$ cat src/rtl/lock_ctrl_pkg.sv
// Shared types and sizing for the lock-key query sequencer.
// Optional KEY_PARITY_CHK_EN adds an even-parity bit to the serial key load.
package lock_ctrl_pkg;

    localparam int KEY_W_DEF = 64;
    localparam int PAT_W_DEF = 41;
    localparam int CNT_W     = 7;
    localparam int SETTLE_W  = 4;

    typedef enum logic [1:0] {
        IDLE,
        LOAD,
        WAIT,
        RESP
    } state_t;

endpackage

$ cat src/rtl/lock_key_query_ctrl_key_shift_reg.sv
// Shadow key register: collects serial key bits LSB first and flags load completion.
// With KEY_PARITY_CHK_EN defined, one extra even-parity bit follows the key.
module key_shift_reg
    import lock_ctrl_pkg::*;
#(
    parameter int KEY_W = KEY_W_DEF
) (
    input  logic             clk,
    input  logic             rst_n,
    input  logic             data_bit,
    input  logic             accept,
    input  logic             clear,
    output logic [KEY_W-1:0] key_word,
    output logic             done,
    output logic             err
);

    localparam int IDX_W = $clog2(KEY_W);
    localparam logic [CNT_W-1:0] KEY_CNT = CNT_W'(KEY_W);
`ifdef KEY_PARITY_CHK_EN
    localparam logic [CNT_W-1:0] LAST_CNT = CNT_W'(KEY_W);
`else
    localparam logic [CNT_W-1:0] LAST_CNT = CNT_W'(KEY_W - 1);
`endif

    logic [KEY_W-1:0] shadow;
    logic [CNT_W-1:0] cnt;
    logic             par_acc;

    // Shadow with the bit currently being accepted merged in, so the commit
    // edge can transfer a complete key without waiting one more cycle.
    // NOTE: every always_comb output gets a default first so no latch is inferred.
    always_comb begin
        key_word = shadow;
        if (accept && cnt < KEY_CNT)
            key_word[cnt[IDX_W-1:0]] = data_bit;
    end

`ifdef KEY_PARITY_CHK_EN
    assign err = accept && (cnt == LAST_CNT) && (par_acc ^ data_bit);
`else
    assign err = 1'b0;
`endif
    assign done = accept && (cnt == LAST_CNT) && !err;

    // NOTE: sequential state uses non-blocking assignments only.
    always_ff @(posedge clk or negedge rst_n) begin
        if (!rst_n) begin
            shadow  <= '0;
            cnt     <= '0;
            par_acc <= 1'b0;
        end else if (clear || done || err) begin
            shadow  <= '0;
            cnt     <= '0;
            par_acc <= 1'b0;
        end else if (accept) begin
            shadow  <= key_word;
            cnt     <= cnt + CNT_W'(1);
            par_acc <= par_acc ^ data_bit;
        end
    end

endmodule

$ cat src/rtl/lock_key_query_ctrl.sv
// Sequencer for a key-locked core: serial key load, then settled one-at-a-time queries.
// KEY_PARITY_CHK_EN (see key_shift_reg) enables parity-checked key loading.
module lock_key_query_ctrl
    import lock_ctrl_pkg::*;
#(
    parameter int KEY_W      = KEY_W_DEF,
    parameter int PAT_W      = PAT_W_DEF,
    parameter int SETTLE_CYC = 2
) (
    input  logic             clk,
    input  logic             rst_n,
    input  logic             key_bit_i,
    input  logic             key_bit_valid_i,
    output logic             key_bit_ready_o,
    input  logic             key_clear_i,
    output logic             key_loaded_o,
    output logic             key_err_o,
    input  logic             q_valid_i,
    output logic             q_ready_o,
    input  logic [PAT_W-1:0] q_pattern_i,
    output logic [KEY_W-1:0] core_key_o,
    output logic [PAT_W-1:0] core_pat_o,
    input  logic             core_out_i,
    output logic             r_valid_o,
    input  logic             r_ready_i,
    output logic             r_data_o,
    output logic             busy_o
);

    state_t              state;
    logic [SETTLE_W-1:0] settle_cnt;
    logic                clear_pend;
    logic                load_phase;
    logic                bit_acc;
    logic                q_acc;
    logic [KEY_W-1:0]    ks_key;
    logic                ks_done;
    logic                ks_err;

    assign load_phase      = (state == IDLE) || (state == LOAD);
    assign key_bit_ready_o = !key_loaded_o && load_phase;
    assign q_ready_o       = key_loaded_o && (state == IDLE);
    assign busy_o          = (state != IDLE);
    // A clear in the same cycle as a key bit wins and the bit is dropped.
    assign bit_acc         = key_bit_valid_i && key_bit_ready_o && !key_clear_i;
    assign q_acc           = q_valid_i && q_ready_o;

    key_shift_reg #(.KEY_W(KEY_W)) u_key_shift_reg (
        .clk      (clk),
        .rst_n    (rst_n),
        .data_bit (key_bit_i),
        .accept   (bit_acc),
        .clear    (key_clear_i && load_phase),
        .key_word (ks_key),
        .done     (ks_done),
        .err      (ks_err)
    );

    always_ff @(posedge clk or negedge rst_n) begin
        if (!rst_n) begin
            state        <= IDLE;
            core_key_o   <= '0;
            key_loaded_o <= 1'b0;
            key_err_o    <= 1'b0;
            core_pat_o   <= '0;
            settle_cnt   <= '0;
            clear_pend   <= 1'b0;
            r_valid_o    <= 1'b0;
            r_data_o     <= 1'b0;
        end else begin
            key_err_o <= ks_err;
            case (state)
                IDLE, LOAD: begin
                    // A clear racing an accepted query is deferred until the
                    // query completes, so it still runs with the old key.
                    if (q_acc) begin
                        core_pat_o <= q_pattern_i;
                        settle_cnt <= SETTLE_W'(SETTLE_CYC);
                        clear_pend <= key_clear_i;
                        state      <= WAIT;
                    end else if (key_clear_i) begin
                        core_key_o   <= '0;
                        key_loaded_o <= 1'b0;
                        state        <= IDLE;
                    end else if (ks_done) begin
                        core_key_o   <= ks_key;
                        key_loaded_o <= 1'b1;
                        state        <= IDLE;
                    end else if (ks_err) begin
                        state <= IDLE;
                    end else if (bit_acc) begin
                        state <= LOAD;
                    end
                end
                WAIT: begin
                    if (key_clear_i)
                        clear_pend <= 1'b1;
                    settle_cnt <= settle_cnt - SETTLE_W'(1);
                    if (settle_cnt == SETTLE_W'(1)) begin
                        r_data_o  <= core_out_i;
                        r_valid_o <= 1'b1;
                        state     <= RESP;
                    end
                end
                RESP: begin
                    if (key_clear_i)
                        clear_pend <= 1'b1;
                    if (r_ready_i) begin
                        r_valid_o <= 1'b0;
                        state     <= IDLE;
                        if (clear_pend || key_clear_i) begin
                            core_key_o   <= '0;
                            key_loaded_o <= 1'b0;
                            clear_pend   <= 1'b0;
                        end
                    end
                end
                default: state <= IDLE;
            endcase
        end
    end

endmodule
$ cat config.mk
export PLATFORM = sky130hd
export DESIGN_NAME = lock_key_query_ctrl
export DESIGN_NICKNAME = d
export VERILOG_FILES = /design/src/rtl/lock_ctrl_pkg.sv /design/src/rtl/lock_key_query_ctrl_key_shift_reg.sv /design/src/rtl/lock_key_query_ctrl.sv
export SDC_FILE = /design/constraint.sdc
export NUM_CORES = 1
export LEC_CHECK = 0
export ABC_AREA = 1
export CAP_MARGIN = 15
export CORE_UTILIZATION = 30
export CTS_CLUSTER_DIAMETER = 40
export CTS_CLUSTER_SIZE = 10
export DETAILED_ROUTE_END_ITERATION = 8
export HOLD_SLACK_MARGIN = 0.05
export PLACE_DENSITY_LB_ADDON = 0.05
export SETUP_SLACK_MARGIN = 0.2
export SYNTH_ARGS = -nofsm -noshare
export SYNTH_HDL_FRONTEND = slang
export SYNTH_SLANG_ARGS = --single-unit
$ cat constraint.sdc
create_clock -name clk -period 1.8 [get_ports clk]
set_input_delay 0.45 -clock clk [delete_from_list [all_inputs] [get_ports clk]]
set_output_delay 0.45 -clock clk [all_outputs]
set_load 0.01 [all_outputs]
==> impl_metrics.yaml <==
status:
  status: "finished, final reports clean"
grt:
  grt_usage_pct: 18.5
  grt_pass1_wl_um: 40800
  gr-total-overflow: 0
  grtUsageMet3_pct: 5.51
  grt_max_degree: 45
  antenna_found_initial: 0
  grt_pass1_vias: 7123
  busiest_layer: "met2"
  use_met2_pct: 28.4
  use_met1_pct: 25.6
yosys:
  yosys.area.top_type: "dfrtp_1"
  synth_nets: 982
  synthArstFlopShare_pct: 100
  synthCells: 930
  synth_top_area_share_pct: 54.5
  yosys-top-cells-area: "dfrtp_1, nand2_1, nand3_1, mux2_2, nor2_1"
  syn_area_mm2: 0.00853
  synth_cell_types: 37
  synth-seq-cells: 186
  synth-edff-count: 0
  yosysWarnings: 0
  synth.avg_cell_area_um2: 9.18
  ys.flop_type: "dfrtp_1"
  yosysSeqAreaShare_pct: 54.5
timing:
  post-route-period-util_pct: 99.5
  relSlewSlack_pct: 61.1
  finalHoldViolCount: 0
  worst_pin_slew_ns: 0.582
  rsz0062_at_grt: "yes"
  period_minus_slack_ns: 1.79
  finalSetupViolCount: 0
  drv_slew: 0
  finClkSkew_ns: 0.0123
  max_clock_freq_ghz: 0.558
power:
  vdd_drop_max_mv: 0.628
  p_leak_nw: 6.74
  power_density_mw_per_mm2: 906
cells_and_area:
  final_cells: 1568
  n_antenna_cell: 0
  syn2layout_area_growth_pct: 56.3
  fill_cells: 2674
  final_cell_mix: "nand2_1, dfrtp_1, dlygate4sd2_1"
  layout_commonest_cell: "nand2_1"
  final_nets: 1229
  final_util_pct: 47.9
  drive_gt1_share_pct: 32.6
route:
  num_vias: 7083
  ant_nets: 0
  via_per_inst: 4.52
  drt_pass1_iterations: 4
  post_drt_wl_per_cell_um: 16.8
  drc: 0
  drtIter0Drc: 387
  drt-total-wl_um: 26400
flow_run:
  maxCapViolations: 0
critical_path:
  crit_path_start_kind: "register"
  path_buf_inv: 6
  cp.arrival_ns: 2.10
  critPathSlowestCell: "dfrtp_1"
  crit_family: "buffers and inverters"
  end_kind: "register"
  slowest_delay_ns: 0.40
  worstPathMaxFanout: 8
  crit_type: "register to register"
  path_cells: "buf_6 > buf_6 > buf_8 > inv_4 > o21ai_4 > nor2_4 > nand2_8 > buf_12 > buf_12 > nand2_2 > o21ai_1"
  crit_required_ns: 2.11
cts:
  clock_sinks: 186
  cts_root_buffer: "clkbuf_16"
  clockBufferDepth: 2
  clk_latency_ns: 0.43
  cts_tree: "done"
  path_clk_slew_ns: 0.07
  cts_made_buffers: 17
  htree_levels: 4
placement:
  io_buffers: 159
  dp_hpwl_um: 16400
  gp_congestion: 0.774
  dp.cells: 1492
worst_hold_path:
  hold_path.class: "register to register"
die:
  start_util_pct: 30.6
  die_area_mm2: 0.0291
  core_mm2: 0.0279
  dieWidth_um: 171
  boundaryPins: 161
  num_rows: 61
  die_y_um: 171
[cells in the mapped netlist, drive strengths merged (2+ instances only)]
cell and number:
nor2 95, ha 3, or2 2, dfrtp 186
o21ai 30, nand3 122, inv 66, o21bai 34
buf 44, nand2 276, nor3 12, a21oi 4
clkbuf 4, mux2 41, a31oi 2
[report_power, final]
group | switching (mW) | internal (mW) | leakage, nW
clock network | 1.86 | 1.83 | 0.272
logic | 1.94 | 2.03 | 3.89
registers | 0.0894 | 4.34 | 2.58
total | 3.89 | 8.19 | 6.74
[layout make-up]
class                           count  area, um2  area share, %
Multi-Input combinational cell    629       4280           32.1
Sequential cell                   186       4650           34.9
Clock inverter                     15        128          0.957
Tap cell                          378        473           3.54
Clock buffer                       17        425           3.19
Inverter                           67        282           2.11
Timing Repair Buffer              276       3100           23.2
[worst register-to-register path, delay by kind of cell, from the launching register on]
kind	cells	cell delay, ns
DFF	1	0.40
buffers and inverters	6	0.78
and+or+nand+nor	3	0.37
AOI/OAI and AO/OA	2	0.12
[per-layer routing]
layer | up-vias | wire length (um)
li1 | 3496 | -
met1 | 3428 | 12300
met2 | 148 | 12300
met3 | 11 | 1590
met4 | 0 | 184
met5 | - | 0
[what timing repair did]
| item | in CTS | in global routing |
|---|---|---|
| setup endpoints to repair | 247 | 234 |
| gates resized for setup | 228 | 209 |
| gates cloned | 7 | 8 |
| endpoints found under the hold margin | 35 | 0 |
| buffers inserted | 22 | 6 |
| hold buffers | 1 | 0 |
| pin swaps | 15 | 35 |
[logic make-up (layout without fill, tap and decap cells)]
family                   Yosys count  after routing  synth area share [%]
AND/OR/NAND/NOR                  510            510                  26.7
flip-flops                       186            186                  54.5
buffers and inverters            115            375                  7.39
AO/OA/AOI/OAI                     72             72                  5.29
multiplexers                      41             41                  5.41
adder cells (fa/ha/maj)            3              3                 0.440
XOR/XNOR                           2              2                 0.205
other                              1              1                0.0439
[per-stage QoR]
step	hold WS [ns]	worst slack (ns)	area (um2)	total power, mW	setup TNS (ns)
after floorplan	0.154	0.227	8530	5.77	0
after global placement	0.425	-0.319	11100	6.71	-30.26
after detailed placement	0.430	-0.364	11100	6.70	-34.45
after CTS	0.480	0.0243	12300	11.7	0
final	0.472	0.00828	13300	12.1	0
after global routing	0.494	-0.0532	13300	12.7	-1.85
[final timing paths]
path | start | end | slack, ns | depth (start not counted)
setup / recovery | state[1]$_DFFE_PN0P_ | core_key_o[53]$_DFFE_PN0P_ | 0.008 | 11
hold / removal | core_key_o[51]$_DFFE_PN0P_ | core_key_o[51]$_DFFE_PN0P_ | 0.47 | 2
setup reg to reg | state[1]$_DFFE_PN0P_ | core_key_o[53]$_DFFE_PN0P_ | 0.008 | 11
hold reg to reg | core_key_o[51]$_DFFE_PN0P_ | core_key_o[51]$_DFFE_PN0P_ | 0.47 | 2
max in group asynchronous | rst_n | core_key_o[20]$_DFFE_PN0P_ | 0.68 | 3
min in group asynchronous | rst_n | u_key_shift_reg.shadow[3]$_DFFE_PN0P_ | 0.50 | 2
[sequential cells by signal, summed over array words and instances (netlist names)]
register / cells
u_key_shift_reg.shadow: 64
clear_pend: 1
u_key_shift_reg.cnt: 7
core_pat_o: 41
core_key_o: 64
r_data_o: 1
r_valid_o: 1
settle_cnt: 4
state: 2
key_loaded_o: 1
No activity file was read; power rests on OpenSTA's default activity.
